$ cat src/rtl/cpu_control_sequencer_if.sv
// rtl/cpu_control_sequencer_if.sv - control, decode and memory-handshake signals of the Reptile-8 sequencer
interface cpu_control_sequencer_if;
  logic        run;
  logic [11:0] ir;
  logic        zero_flag;
  logic        mem_ready;
  logic        mem_req;
  logic        mem_we;
  logic        addr_sel;
  logic        ir_load;
  logic        pc_inc;
  logic        pc_rel;
  logic        alu_en;
  logic        reg_we;
  logic        wb_sel;
  logic        halted;
  logic        fault;

  // sequencer side
  modport master (
    input  run, ir, zero_flag, mem_ready,
    output mem_req, mem_we, addr_sel, ir_load, pc_inc, pc_rel,
           alu_en, reg_we, wb_sel, halted, fault
  );

  // datapath / memory side
  modport slave (
    output run, ir, zero_flag, mem_ready,
    input  mem_req, mem_we, addr_sel, ir_load, pc_inc, pc_rel,
           alu_en, reg_we, wb_sel, halted, fault
  );
endinterface

$ cat src/rtl/cpu_control_sequencer.sv
// rtl/cpu_control_sequencer.sv - multi-cycle fetch/decode/execute control FSM for the Reptile-8 core
module cpu_control_sequencer #(
  parameter int TIMEOUT = 255
) (
  input  logic                          clk,
  input  logic                          rst_n,
  cpu_control_sequencer_if.master       bus
);

  typedef enum logic [3:0] {
    IDLE, FETCH, DECODE, EXEC, WB, MEM, LWB, BRANCH, HALT, FAULT
  } stateT;

  localparam logic [7:0] TIMEOUT_LAST = 8'(TIMEOUT - 1);

  stateT      state;
  stateT      nextState;
  logic [7:0] timeoutCnt;
  logic       memReq;
  logic       memWe;
  logic       addrSel;
  logic       pcRel;
  logic       aluEn;
  logic       regWe;
  logic       wbSel;
  logic       halted;
  logic       fault;

  logic       isHalt;
  logic       isAlu;
  logic       isLoadStore;
  logic       isStore;
  logic       isJmp;
  logic       timedOut;

  // HALT is the all-ones encoding and takes priority over BZ
  assign isHalt      = (bus.ir == 12'hFFF);
  assign isAlu       = ~bus.ir[11];
  assign isLoadStore = (bus.ir[11:10] == 2'b10);
  assign isStore     = (bus.ir[11:9] == 3'b101);
  assign isJmp       = (bus.ir[11:9] == 3'b110);

  // this stalled cycle would be the TIMEOUT-th one, so give up on the memory
  assign timedOut    = !bus.mem_ready && (timeoutCnt == TIMEOUT_LAST);

  // next-state selection; HALT and FAULT only leave through reset
  always_comb begin
    nextState = state;
    case (state)
      IDLE:    if (bus.run) nextState = FETCH;
      FETCH: begin
        if (bus.mem_ready)  nextState = DECODE;
        else if (timedOut)  nextState = FAULT;
      end
      DECODE: begin
        if (isHalt)           nextState = HALT;
        else if (isAlu)       nextState = EXEC;
        else if (isLoadStore) nextState = MEM;
        else                  nextState = BRANCH;
      end
      EXEC:    nextState = WB;
      WB:      nextState = IDLE;
      MEM: begin
        if (bus.mem_ready)  nextState = isStore ? IDLE : LWB;
        else if (timedOut)  nextState = FAULT;
      end
      LWB:     nextState = IDLE;
      BRANCH:  nextState = IDLE;
      HALT:    nextState = HALT;
      FAULT:   nextState = FAULT;
      default: nextState = IDLE;
    endcase
  end

  // state, timeout counter and Moore strobes registered from the state being entered
  always_ff @(posedge clk or negedge rst_n) begin
    if (!rst_n) begin
      state      <= IDLE;
      timeoutCnt <= 8'd0;
      memReq     <= 1'b0;
      memWe      <= 1'b0;
      addrSel    <= 1'b0;
      pcRel      <= 1'b0;
      aluEn      <= 1'b0;
      regWe      <= 1'b0;
      wbSel      <= 1'b0;
      halted     <= 1'b0;
      fault      <= 1'b0;
    end else begin
      state   <= nextState;
      memReq  <= (nextState == FETCH) || (nextState == MEM);
      memWe   <= (nextState == MEM) && isStore;
      addrSel <= (nextState == MEM);
      aluEn   <= (nextState == EXEC);
      regWe   <= (nextState == WB) || (nextState == LWB);
      wbSel   <= (nextState == LWB);
      pcRel   <= (nextState == BRANCH) && (isJmp || bus.zero_flag);
      halted  <= (nextState == HALT);
      fault   <= (nextState == FAULT);
      if ((nextState != state) && ((nextState == FETCH) || (nextState == MEM)))
        timeoutCnt <= 8'd0;
      else if (memReq && !bus.mem_ready)
        timeoutCnt <= timeoutCnt + 8'd1;
    end
  end

  // fetch completion strobes follow mem_ready in the same cycle
  assign bus.ir_load  = (state == FETCH) && bus.mem_ready;
  assign bus.pc_inc   = (state == FETCH) && bus.mem_ready;
  assign bus.mem_req  = memReq;
  assign bus.mem_we   = memWe;
  assign bus.addr_sel = addrSel;
  assign bus.pc_rel   = pcRel;
  assign bus.alu_en   = aluEn;
  assign bus.reg_we   = regWe;
  assign bus.wb_sel   = wbSel;
  assign bus.halted   = halted;
  assign bus.fault    = fault;

endmodule

$ cat src/flat_wrapper.sv
// flat-port wrapper written by rule: the top's interface ports become plain ports
module cpu_control_sequencer_flat 
#(
  parameter int TIMEOUT = 255
)
  (clk, rst_n, bus_run, bus_ir, bus_zero_flag, bus_mem_ready, bus_mem_req, bus_mem_we, bus_addr_sel, bus_ir_load, bus_pc_inc, bus_pc_rel, bus_alu_en, bus_reg_we, bus_wb_sel, bus_halted, bus_fault);
  cpu_control_sequencer_if bus_i ();
  input  logic clk;
  input  logic rst_n;
  input wire logic [$bits(bus_i.run)-1:0] bus_run;
  input wire logic [$bits(bus_i.ir)-1:0] bus_ir;
  input wire logic [$bits(bus_i.zero_flag)-1:0] bus_zero_flag;
  input wire logic [$bits(bus_i.mem_ready)-1:0] bus_mem_ready;
  output wire logic [$bits(bus_i.mem_req)-1:0] bus_mem_req;
  output wire logic [$bits(bus_i.mem_we)-1:0] bus_mem_we;
  output wire logic [$bits(bus_i.addr_sel)-1:0] bus_addr_sel;
  output wire logic [$bits(bus_i.ir_load)-1:0] bus_ir_load;
  output wire logic [$bits(bus_i.pc_inc)-1:0] bus_pc_inc;
  output wire logic [$bits(bus_i.pc_rel)-1:0] bus_pc_rel;
  output wire logic [$bits(bus_i.alu_en)-1:0] bus_alu_en;
  output wire logic [$bits(bus_i.reg_we)-1:0] bus_reg_we;
  output wire logic [$bits(bus_i.wb_sel)-1:0] bus_wb_sel;
  output wire logic [$bits(bus_i.halted)-1:0] bus_halted;
  output wire logic [$bits(bus_i.fault)-1:0] bus_fault;
  assign bus_i.run = bus_run;
  assign bus_i.ir = bus_ir;
  assign bus_i.zero_flag = bus_zero_flag;
  assign bus_i.mem_ready = bus_mem_ready;
  assign bus_mem_req = bus_i.mem_req;
  assign bus_mem_we = bus_i.mem_we;
  assign bus_addr_sel = bus_i.addr_sel;
  assign bus_ir_load = bus_i.ir_load;
  assign bus_pc_inc = bus_i.pc_inc;
  assign bus_pc_rel = bus_i.pc_rel;
  assign bus_alu_en = bus_i.alu_en;
  assign bus_reg_we = bus_i.reg_we;
  assign bus_wb_sel = bus_i.wb_sel;
  assign bus_halted = bus_i.halted;
  assign bus_fault = bus_i.fault;
  cpu_control_sequencer #(.TIMEOUT(TIMEOUT)) u_core (.clk(clk), .rst_n(rst_n), .bus(bus_i));
endmodule
$ cat config.mk
export PLATFORM = sky130hd
export DESIGN_NAME = cpu_control_sequencer_flat
export DESIGN_NICKNAME = d
export VERILOG_FILES = /design/src/rtl/cpu_control_sequencer_if.sv /design/src/rtl/cpu_control_sequencer.sv /design/src/flat_wrapper.sv
export SDC_FILE = /design/constraint.sdc
export NUM_CORES = 1
export LEC_CHECK = 0
export ABC_CLOCK_PERIOD_IN_PS = 5410
export BUFFER_PORTS_ARGS = -buffer_cell sky130_fd_sc_hd__buf_2
export CORE_MARGIN = 2
export CORE_UTILIZATION = 24
export DETAILED_ROUTE_END_ITERATION = 8
export HOLD_SLACK_MARGIN = 0.02
export SLEW_MARGIN = 25
export SYNTH_ARGS = -nofsm -noshare
export SYNTH_HDL_FRONTEND = slang
export SYNTH_SLANG_ARGS = --single-unit
export TNS_END_PERCENT = 5
$ cat constraint.sdc
create_clock -name clk -period 5.41 [get_ports clk]
set_input_delay 0.2705 -clock clk [delete_from_list [all_inputs] [get_ports clk]]
set_output_delay 0.2705 -clock clk [all_outputs]
set_load 0.005 [all_outputs]
Yosys cells after proc, flatten, opt, wreduce, memory -nomap -nowiden
Index checks and enable logic that the tools add are counted.
{"block": "totals", "reg_bits": 21, "elab_cells": 55, "output_inout_bits": 11, "input_bits": 17}
{"block": "classes", "addsub": 1, "muxes": 11, "reduce_logical": 12, "eq_ne": 20}
{"op": "$pmux 4 s7", "count": 1}
{"op": "$mux 4", "count": 6}
{"op": "$eq 4x3->1 const B", "count": 5}
{"op": "$eq 4x4->1 const B", "count": 4}
{"op": "$mux 8", "count": 2}
{"op": "$eq 12x12->1 const B", "count": 1}
{"op": "$eq 4x2->1 const B", "count": 3}
{"op": "$add 8x1->8 const B", "count": 1}
{"op": "$eq 4x1->1 const B", "count": 2}
{"op": "$eq 8x8->1 const B", "count": 1}
{"op": "$eq 3x3->1 const B", "count": 2}
{"op": "$logic_and 1x1->1", "count": 6}
{"op": "$logic_not 4->1", "count": 1}
{"op": "$ne 4x4->1", "count": 1}
{"op": "$logic_or 1x1->1", "count": 3}
{"op": "$mux 3", "count": 1}
{"op": "$eq 2x2->1 const B", "count": 1}
{"op": "$mux 2", "count": 1}
{"op": "$reduce_bool 2->1", "count": 1}
{"op": "$logic_not 1->1", "count": 1}

Logic depth before layout (Yosys ltp)
Gate-level depths: netlist of the first run.
{"block": "depth", "ltp_word": 9, "mapped_depth": 7}

Worst setup path after synthesis of the first run
No wires, ideal clock.
{"block": "synth_timing", "kind": "register -> register", "start": "register u_core.state[0]", "end": "register u_core.timeoutCnt[0]", "n_path_buf": 2, "t_arrival_ns": 1.722, "setup_time_ns": 0.141, "synth_period_minus_slack_ns": 1.863, "slack_ns": 3.547, "path_stages_with_launch": 7, "cell_sequence": "dfrtp_1 > buf_6 > or4b_1 > a31o_1 > a221oi_2 > buf_6 > a31oi_1"}
{"block": "synth_via", "elab_chain_cells": 7, "word_cells_on_any_way": 19}
{"element": "from (decl)", "line_no": "cpu_control_sequencer.sv:16", "text": "stateT state;"}
{"element": "from (signal assigned)", "line_no": "cpu_control_sequencer.sv:90", "text": "state <= nextState;"}
{"element": "$mux 4", "line_no": "cpu_control_sequencer.sv:53, cpu_control_sequencer.sv:65"}
{"element": "$mux 4, on equally long branches", "line_no": "cpu_control_sequencer.sv:64, cpu_control_sequencer.sv:52"}
{"element": "$pmux 4 s7", "line_no": "cpu_control_sequencer.sv:49", "text": "case (state)"}
{"element": "$eq 4x1->1 / $eq 4x3->1 (equally long branches)", "line_no": "cpu_control_sequencer.sv:100", "text": "if ((nextState != state) && ((nextState == FETCH) || (nextState == MEM)))"}
{"element": "$logic_or 1x1->1", "line_no": "cpu_control_sequencer.sv:100"}
{"element": "$logic_and 1x1->1 (*)", "line_no": "cpu_control_sequencer.sv:100"}
{"element": "$mux 8 / $reduce_bool 2->1 (equally long branches)"}
{"element": "to (signal assigned)", "line_no": "cpu_control_sequencer.sv:103", "text": "timeoutCnt <= timeoutCnt + 8'd1;"}
{"element": "to (decl)", "line_no": "cpu_control_sequencer.sv:18", "text": "logic [7:0] timeoutCnt;"}
Mark *: on every way between the ends. The rest lies on a longest branch, timed or not.
A chain may end at the register's enable or synchronous reset.

Final worst setup path of the first run
{"block": "layout_timing", "start": "register u_core.state[2]", "end": "register u_core.timeoutCnt[6]"}
The elaborated chain is that of the path after synthesis.

==> results of run 1 <==
## worst paths after layout
kind / startpoint / to / slack (ns)
min in group asynchronous: rst_n / u_core.bus.mem_req$_DFF_PN0_ / 0.49
worst min-delay path: bus_ir[10] / u_core.state[1]$_DFF_PN0_ / 0.34
worst max-delay path: u_core.state[2]$_DFF_PN0_ / u_core.timeoutCnt[6]$_DFFE_PN0P_ / 3.10
worst max register to register: u_core.state[2]$_DFF_PN0_ / u_core.timeoutCnt[6]$_DFFE_PN0P_ / 3.10
worst min register to register: u_core.timeoutCnt[7]$_DFFE_PN0P_ / u_core.timeoutCnt[7]$_DFFE_PN0P_ / 0.55
max in group asynchronous: rst_n / u_core.timeoutCnt[6]$_DFFE_PN0P_ / 4.60
## report_power, final
group / switching, mW / leakage, nW / internal, mW / total (mW)
Sequential: 0.0446 / 0.285 / 0.190 / 0.235
Clock: 0.0482 / 0.0228 / 0.0524 / 0.101
Combinational: 0.105 / 0.296 / 0.0863 / 0.191
## layout by cell type (no fill, tap or decap), types with 2 or more instances in the layout
cell      instances
buf_2            27
dfrtp_1          21
a31oi_1           8
nand4_1           6
nand2_1           6
nor2_1            6
nor3b_1           5
nor2b_1           5
xnor2_1           4
nand4b_1          3
inv_1             3
xor2_1            3
clkbuf_8          3
nor3_1            2
a21oi_1           2
nand3b_1          2
and2_1            2
o21ai_0           2
ha_1              2
## metal layers
layer	global-route usage, %	vias to the layer above
li1	-	448
met1	12.94	423
met2	15.12	17
met3	2.083	2
met4	4.403	0
met5	0	-
## area by class of cell
class                      count  area (um2)  area share (%)
tap                           52       65.06           4.892
inverter                       3       11.26          0.8467
timing repair buffer          29       152.6           11.48
sequential                    21       525.5           39.51
clock buffer                   4       45.04           3.387
multi-input combinational     77       530.5           39.89
## state kept, by name (all words and copies together), names as in the netlist
register and count:
u_core.timeoutCnt 8, u_core.state 4, u_core.bus.addr_sel 1, u_core.bus.alu_en 1, u_core.bus.fault 1, u_core.bus.halted 1
u_core.bus.mem_req 1, u_core.bus.mem_we 1, u_core.bus.pc_rel 1, u_core.bus.reg_we 1, u_core.bus.wb_sel 1
## kinds of logic (layout without fill, tap and decap cells)
kind of cell             count (synthesis)  in the layout  synth area share (%)
XOR/XNOR                                 7              7                 5.518
buffers and inverters                    9             36                 4.955
AO/OA/AOI/OAI                           21             21                 13.63
AND/OR/NAND/NOR                         47             47                 26.35
adder cells (fa/ha/maj)                  2              2                 2.252
flip-flops                              21             21                 47.30
## repair_timing
action / in CTS / in global routing
hold buffers: 1 / 0
buffers inserted: 0 / 0
hold endpoints to repair: 21 / 0
## stage by stage
step	instance area, um2	setup WS (ns)	std cells
CTS	1330	3.108	186
floorplan	1111	3.547	107
global route	1330	2.896	186
global placement	1275	3.212	181
detailed placement	1275	3.136	181
finish	1330	3.103	186
## tightest hold or removal path, cell delays in order
cell and delay [ns]:
buf_2 0.11, nor2b_1 0.06, o21bai_1 0.13
==> reports/qor.yml, run 1 <==
power.density_mw_per_mm2: 395.7
grt_pass1_wl_um: 3877
synthCells: 107
slowest_stage: "a221oi_2"
setup_violations: 0
syn_area_mm2: 0.001111
cp.arrival_ns: 2.41
die_h_um: 72.04
cts_root_buf: "clkbuf_8"
finalMaxSlewViolations: 0
power_mw: 0.5263
drtAntennaViolNets: 0
wl_per_cell_um: 12.74
initial_core_util_pct: 25.17
final_core_util_pct: 30.13
cpPeakStageDelay_ns: 0.68
rsz0062_at_grt: "false"
cp_max_fo: 12
critPathKind: "reg2reg"
cts_max_level: 1
ys_seq_area_share_pct: 47.30
holdPathStages: 3
initialDrtViolationCount: 13
yosysMostFrequentCell: "dfrtp_1"
yosys_register_bits: 21
period_needed_ns: 2.307
num_io_pins: 28
syn2layout_area_growth_pct: 19.71
ir_drop_mv: 0.1020
cp.depth: 4
critPathTopFamily: "compound AO/OA/AOI/OAI gates"
cts.sinks: 21
cts_tree: "yes"
track_usage_pct: 9.701
hold_violations: 0
maxSlewHeadroom_pct: 45.66
synth_flop_cell: "dfrtp_1"
grt_max_degree: 22
status: "complete, no violations"
synth_edf_count: 0
cts_buffers: 3
min_period_over_period_pct: 42.65
synth_nets: 126
vias: 890
fill_cells: 469
synth_top_area_cell: "dfrtp_1"
die_x_um: 72.04
std_cell_rows: 24
synthTopCellsByCount: "dfrtp_1, a31oi_1, nand2_1, nand4_1, nor2_1"
drive_gt1_share_pct: 24.63
wl_met3_um: 91
post_cts_resized: 0
antenna_cells: 0
leakage_nw: 0.6037
synthTopCellsByArea: "dfrtp_1, a31oi_1, nand4_1"
hold_slack_ns: 0.3419
yosys_warnings: 0
viasPerCell: 4.785
grt_pass1_vias: 850
drt-met1-wl_um: 1152
synth_cell_types: 40
core_mm2: 0.004414
worst_ep_required_time_ns: 5.51
portBuffers: 27
synth_top_area_share_pct: 47.30
skew_ns: 0.001223
overflow: 0
drt_first_pass_iters: 4
antenna_found_initial: 0
max_cap_violations: 0
setup_tns_ns: 0
synthArstFlopShare_pct: 100.0
cp-end-kind: "flip-flop"
fin_nets: 154
critPathLaunchType: "flip-flop"
cp_num_buf_inv: 0
max_freq_ghz: 0.4334
synth.avg_cell_area_um2: 10.38
clk_latency_ns: 0.25
die-area_mm2: 0.005190
routed.top_layer: "met4"
wl_um: 2370
hp-class: "in2reg"
path_clk_slew_ns: 0.07
met2_length_um: 1102
drc: 0
cp_cell_sequence: "or4b_1, a31o_1, a221oi_2, a31oi_1"
gp_congestion: 0.8565
rr_worst_depth: 4
dp_hpwl_um: 1801
clock_path_buffers: 2
worstMarginPinSlew_ns: 0.8151
Power figures use the tool's default switching activity.
==> run 2: changes to the inputs <==
- ABC_CLOCK_PERIOD_IN_PS: 5410 -> 2200
- clock period: 5.41 -> 2.2 ns (I/O delays scaled with it)
==> reports/qor.yml, run 2 (synthesis gave the netlist of run 1 again) <==
num_io_pins: 28  # unchanged
drt_first_pass_iters: 4  # unchanged
grt_pass1_vias: 875  # +2.9%
clk_latency_ns: 0.26  # about the same
worstMarginPinSlew_ns: 0.5123  # -0.3028 ns
antenna_found_initial: 0  # unchanged
final_common_cell: "buf_2"
dp_hpwl_um: 1823  # +1.3%
cts_tree: "yes"
critPathLaunchType: "flip-flop"
setup_tns_ns: 0  # unchanged
portBuffers: 27  # unchanged
switching_share_pct: 37.04  # -0.49 points
drc: 0  # unchanged
wl_per_cell_um: 12.92  # +1.4%
wl_um: 2442  # +3.0%
pwr-share-comb_pct: 39.9  # +3.6 points
finalMaxSlewViolations: 0  # unchanged
power.density_mw_per_mm2: 993.3  # +150%
worst_ep_required_time_ns: 2.33  # -3.18 ns
largest_reg_flops: 8  # unchanged
seqPwrFrac_pct: 41.5  # -3.1 points
antenna_cells: 0  # unchanged
routed.top_layer: "met4"
die_h_um: 72.04  # unchanged
ir_drop_mv: 0.2895  # +180%
hp-class: "in2reg"
pwr-share-clk_pct: 18.6  # -0.5 points
status: "complete, no violations"
core_mm2: 0.004414  # unchanged
cp_num_buf_inv: 1  # +1
cp_max_fo: 12  # unchanged
path_clk_slew_ns: 0.08  # about the same
drive_gt1_share_pct: 26.28  # +1.7 points
viasPerCell: 4.910  # +2.6%
rsz0062_at_grt: "false"
met2_length_um: 1139  # +3.4%
reg.largest.list: "u_core.timeoutCnt x8, u_core.state x4"
skew_ns: 0.004905  # +0.003683 ns
drtAntennaViolNets: 0  # unchanged
critPathTopFamily: "compound AO/OA/AOI/OAI gates"
period_needed_ns: 1.928  # -0.3794 ns
cp_cell_sequence: "or4b_1, a31o_1, a221oi_2, buf_4, a31oi_1"
cpPeakStageDelay_ns: 0.53  # -0.15 ns
cp.arrival_ns: 2.06  # -0.35 ns
cts.sinks: 21  # unchanged
syn2layout_area_growth_pct: 21.73
cts_setup_buffers: 0  # unchanged
die_x_um: 72.04  # unchanged
std_cell_rows: 24  # unchanged
slowest_stage: "or4b_1"
p_switching_mw: 0.4976  # +150%
initialDrtViolationCount: 56  # +43
internal-power_mw: 0.8459  # +160%
top_register: "u_core.timeoutCnt"
grt_pass1_wl_um: 4126  # +6.4%
setup_violations: 0  # unchanged
leakage_nw: 0.6183  # +2.4%
fin_nets: 157  # +1.9%
maxSlewHeadroom_pct: 65.36  # +20 points
drt-met1-wl_um: 1137  # -1.3%
layout_common_cells: "buf_2, dfrtp_1, a31oi_1"
max_cap_violations: 0  # unchanged
max_freq_ghz: 0.5187  # +20%
grt_max_degree: 22  # unchanged
fill_cells: 471  # +0.43%
initial_core_util_pct: 25.17  # unchanged
clock_path_buffers: 2  # unchanged
multi_input_area_um2: 530.5  # unchanged
gp_congestion: 0.7780  # -9.2%
wl_met3_um: 94  # +3.3%
hold_slack_ns: 0.1860  # -0.1560 ns
vias: 928  # +4.3%
critPathKind: "reg2reg"
cts_max_level: 1  # unchanged
cts_buffers: 3  # unchanged
die-area_mm2: 0.005190  # unchanged
min_period_over_period_pct: 87.64  # +45 points
cp-end-kind: "flip-flop"
seq_area_um2: 525.5  # unchanged
overflow: 0  # unchanged
track_usage_pct: 10.32  # +0.62 points
cts_root_buf: "clkbuf_8"
hold_violations: 0  # unchanged
==> run 2: cell types whose count changed in the layout (fill, tap and decap cells not counted), sizes merged <==
| cell | before | now |
|---|---|---|
| buf | 28 | 31 |
==> run 2: power groups by stage <==
stage,Clock [mW],Combinational (mW),Sequential (mW)
floorplan,0,0.424,0.533
global placement,0,0.534,0.564
detailed placement,0,0.542,0.566
CTS,0.258,0.545,0.559
global route,0.278,0.606,0.578
finish,0.250,0.535,0.558
==> run 2: worst min-delay path, delay by kind of cell <==
family                 cells  cell delay [ns]
AO/OA/AOI/OAI              1             0.14
buffers and inverters      1             0.11
AND/OR/NAND/NOR            1             0.06
==> run 2: path summary, 6_finish.rpt <==
path	startpoint	to	slack (ns)	depth (start not counted)
worst max register to register	u_core.state[0]$_DFF_PN0_	u_core.timeoutCnt[2]$_DFFE_PN0P_	0.27	5
worst min register to register	u_core.timeoutCnt[7]$_DFFE_PN0P_	u_core.timeoutCnt[7]$_DFFE_PN0P_	0.55	2
worst max-delay path	u_core.state[0]$_DFF_PN0_	u_core.timeoutCnt[2]$_DFFE_PN0P_	0.27	5
worst min-delay path	bus_ir[10]	u_core.state[1]$_DFF_PN0_	0.19	3
min in group asynchronous	rst_n	u_core.bus.mem_req$_DFF_PN0_	0.33	2
max in group asynchronous	rst_n	u_core.bus.halted$_DFF_PN0_	1.55	2
==> run 2: metal layers <==
metal | up-vias | global-route usage, %
li1 | 455 | -
met1 | 444 | 13.75
met2 | 22 | 15.53
met3 | 7 | 2.083
met4 | 0 | 6.080
met5 | - | 0
==> run 2: cell type report <==
type	count	share of cell area (%)
multi-input cells	77	39.22
repair buffers	32	12.95
flip-flops and latches	21	38.85
inverters	3	0.8326
well taps	52	4.810
clock buffers	4	3.330
==> run 2: timing repair <==
| action | CTS | global route |
|---|---|---|
| resized for setup | 0 | 0 |
| hold buffers | 1 | 0 |
| hold endpoints to repair | 21 | 0 |
==> run 2: per-stage QoR <==
stage / setup WS [ns] / std cells / power, mW / util (%) / instance area, um2
4_1_cts: 0.2721 / 189 / 1.362 / 30.64 / 1353
3_5_place_dp: 0.2805 / 184 / 1.108 / 29.39 / 1297
6_report: 0.2720 / 189 / 1.343 / 30.64 / 1353
2_1_floorplan: 0.3371 / 107 / 0.9568 / - / 1111
3_3_place_gp: 0.2902 / 184 / 1.099 / 29.39 / 1297
5_1_grt: 0.08805 / 189 / 1.462 / 30.64 / 1353
==> run 3: changes to the inputs <==
- CELL_PAD_IN_SITES_DETAIL_PLACEMENT: default -> 2
- CELL_PAD_IN_SITES_GLOBAL_PLACEMENT: default -> 2
- GPL_TIMING_DRIVEN: default -> 0
- PLACE_DENSITY_LB_ADDON: default -> 0.1
==> reports/qor.yml, run 3 (synthesis gave the netlist of run 1 again) <==
status: "complete, no violations"
dp_hpwl_um: 2392  # +31%
drt_first_pass_iters: 2  # -2
std_cell_rows: 24  # unchanged
period_needed_ns: 2.040  # +0.1116 ns
power.density_mw_per_mm2: 1036  # +4.3%
grt_pass1_wl_um: 5299  # +28%
portBuffers: 27  # unchanged
top_register: "u_core.timeoutCnt"
path_clk_slew_ns: 0.08  # about the same
wl_per_cell_um: 16.51  # +28%
cp-end-kind: "flip-flop"
cts_buffers: 3  # unchanged
worstMarginPinSlew_ns: 0.5652  # +0.05283 ns
antenna_found_initial: 0  # unchanged
syn2layout_area_growth_pct: 23.76
track_usage_pct: 13.41  # +3.1 points
largest_reg_flops: 8  # unchanged
cp.arrival_ns: 2.18  # +0.12 ns
initialDrtViolationCount: 15  # -73%
viasPerCell: 5.147  # +4.8%
wl_um: 3154  # +29%
antenna_cells: 0  # unchanged
clock_path_buffers: 2  # unchanged
core_mm2: 0.004414  # unchanged
ir_drop_mv: 0.2308  # -20%
drive_gt1_share_pct: 28.78  # +2.5 points
critPathKind: "reg2reg"
initial_core_util_pct: 25.17  # unchanged
grt_max_degree: 22  # unchanged
fill_cells: 511  # +8.5%
min_period_over_period_pct: 92.71  # +5.1 points
die-area_mm2: 0.005190  # unchanged
r2r-end: "u_core.timeoutCnt[2]$_DFFE_PN0P_"
num_io_pins: 28  # unchanged
r2r_slack_ns: 0.16  # -0.11 ns
fin_nets: 159  # +1.3%
overflow: 0  # unchanged
seq_area_um2: 525.5  # unchanged
max_cap_violations: 0  # unchanged
rsz0062_at_grt: "false"
setup_violations: 0  # unchanged
cts_max_level: 1  # unchanged
cts_root_buf: "clkbuf_8"
drc: 0  # unchanged
final_common_cell: "buf_2"
leakage_nw: 0.6356  # +2.8%
cp_max_fo: 10  # -2
critPathLaunchType: "flip-flop"
hold_violations: 0  # unchanged
endpoint: "u_core.timeoutCnt[2]$_DFFE_PN0P_"
gp_congestion: 0.7701  # -1.0%
clk_latency_ns: 0.27  # about the same
skew_ns: 0.005510  # +0.0006047 ns
grt_pass1_vias: 1050  # +20%
reg.largest.list: "u_core.timeoutCnt x8, u_core.state x4"
layout_common_cells: "buf_2, dfrtp_1, a31oi_1"
cts_tree: "yes"
final_core_util_pct: 31.15  # +0.51 points
die_h_um: 72.04  # unchanged
die_x_um: 72.04  # unchanged
power_mw: 1.425  # +6.1%
worstReg2RegStart: "u_core.state[0]$_DFF_PN0_"
multi_input_area_um2: 536.8  # +1.2%
drtAntennaViolNets: 0  # unchanged
finalMaxSlewViolations: 0  # unchanged
startpoint: "u_core.state[0]$_DFF_PN0_"
holdPathStages: 3  # unchanged
rr_worst_depth: 6  # +1
setup_tns_ns: 0  # unchanged
cts.sinks: 21  # unchanged
vias: 983  # +5.9%
max_freq_ghz: 0.4903  # -5.5%
hp-class: "in2reg"
worst_ep_required_time_ns: 2.34  # about the same
maxSlewHeadroom_pct: 62.16  # -3.2 points
cts_setup_buffers: 0  # unchanged
==> run 3: where the power goes <==
| group | switching, mW | internal [mW] | leakage (nW) | total [mW] |
|---|---|---|---|---|
| registers | 0.0700 | 0.467 | 0.285 | 0.537 |
| clock network | 0.138 | 0.126 | 0.0255 | 0.265 |
| logic | 0.350 | 0.273 | 0.325 | 0.623 |
==> run 3: layout make-up <==
class	count	share of cell area (%)
repair buffers	28	10.56
clock buffers	3	3.003
multi-input cells	77	39.04
well taps	52	4.732
plain buffers	6	3.276
clock inverters	1	0.3640
inverters	3	0.8189
flip-flops and latches	21	38.22
==> run 3: timing repair <==
action                                  in CTS  in global routing
endpoints found under the hold margin       21                  0
hold buffers                                 1                  0
endpoints found under the setup margin       2                 10
resized for setup                            1                  2
==> run 3: routing by layer <==
layer | routed length (um) | global-route usage (%) | vias up
met1 | 1413 | 17.42 | 499
met2 | 1611 | 22.94 | 20
met4 | 31 | 4.403 | 0
met5 | 0 | 0 | -
met3 | 97 | 1.944 | 4
li1 | - | - | 460
==> run 3: critical path, stage by stage, from the launching register on <==
cell and delay (ns):
dfrtp_1 0.38, buf_6 0.14, or4b_1 0.50, a31o_1 0.27, a221oi_2 0.32, buf_6 0.20, a31oi_1 0.09
==> run 3: through the flow <==
step / setup WS, ns / cell area [um2] / instances / hold WS (ns)
floorplan: 0.3371 / 1111 / 107 / -0.1856
global placement: 0.1084 / 1311 / 186 / 0.1093
detailed placement: 0.03103 / 1311 / 186 / 0.1262
CTS: 0.1039 / 1374 / 191 / 0.1665
global route: 0.04741 / 1375 / 191 / 0.1965
finish: 0.1604 / 1375 / 191 / 0.1591
==> run 3: how the worst min path moves through the flow <==
stage                       start                                to  slack, ns
floorplan                   rst_n     u_core.bus.addr_sel$_DFF_PN0_      -0.19
global route        bus_zero_flag       u_core.bus.pc_rel$_DFF_PN0_       0.20
global placement            rst_n  u_core.timeoutCnt[0]$_DFFE_PN0P_       0.11
finish              bus_zero_flag       u_core.bus.pc_rel$_DFF_PN0_       0.16
detailed placement          rst_n  u_core.timeoutCnt[0]$_DFFE_PN0P_       0.13
CTS                 bus_zero_flag       u_core.bus.pc_rel$_DFF_PN0_       0.17
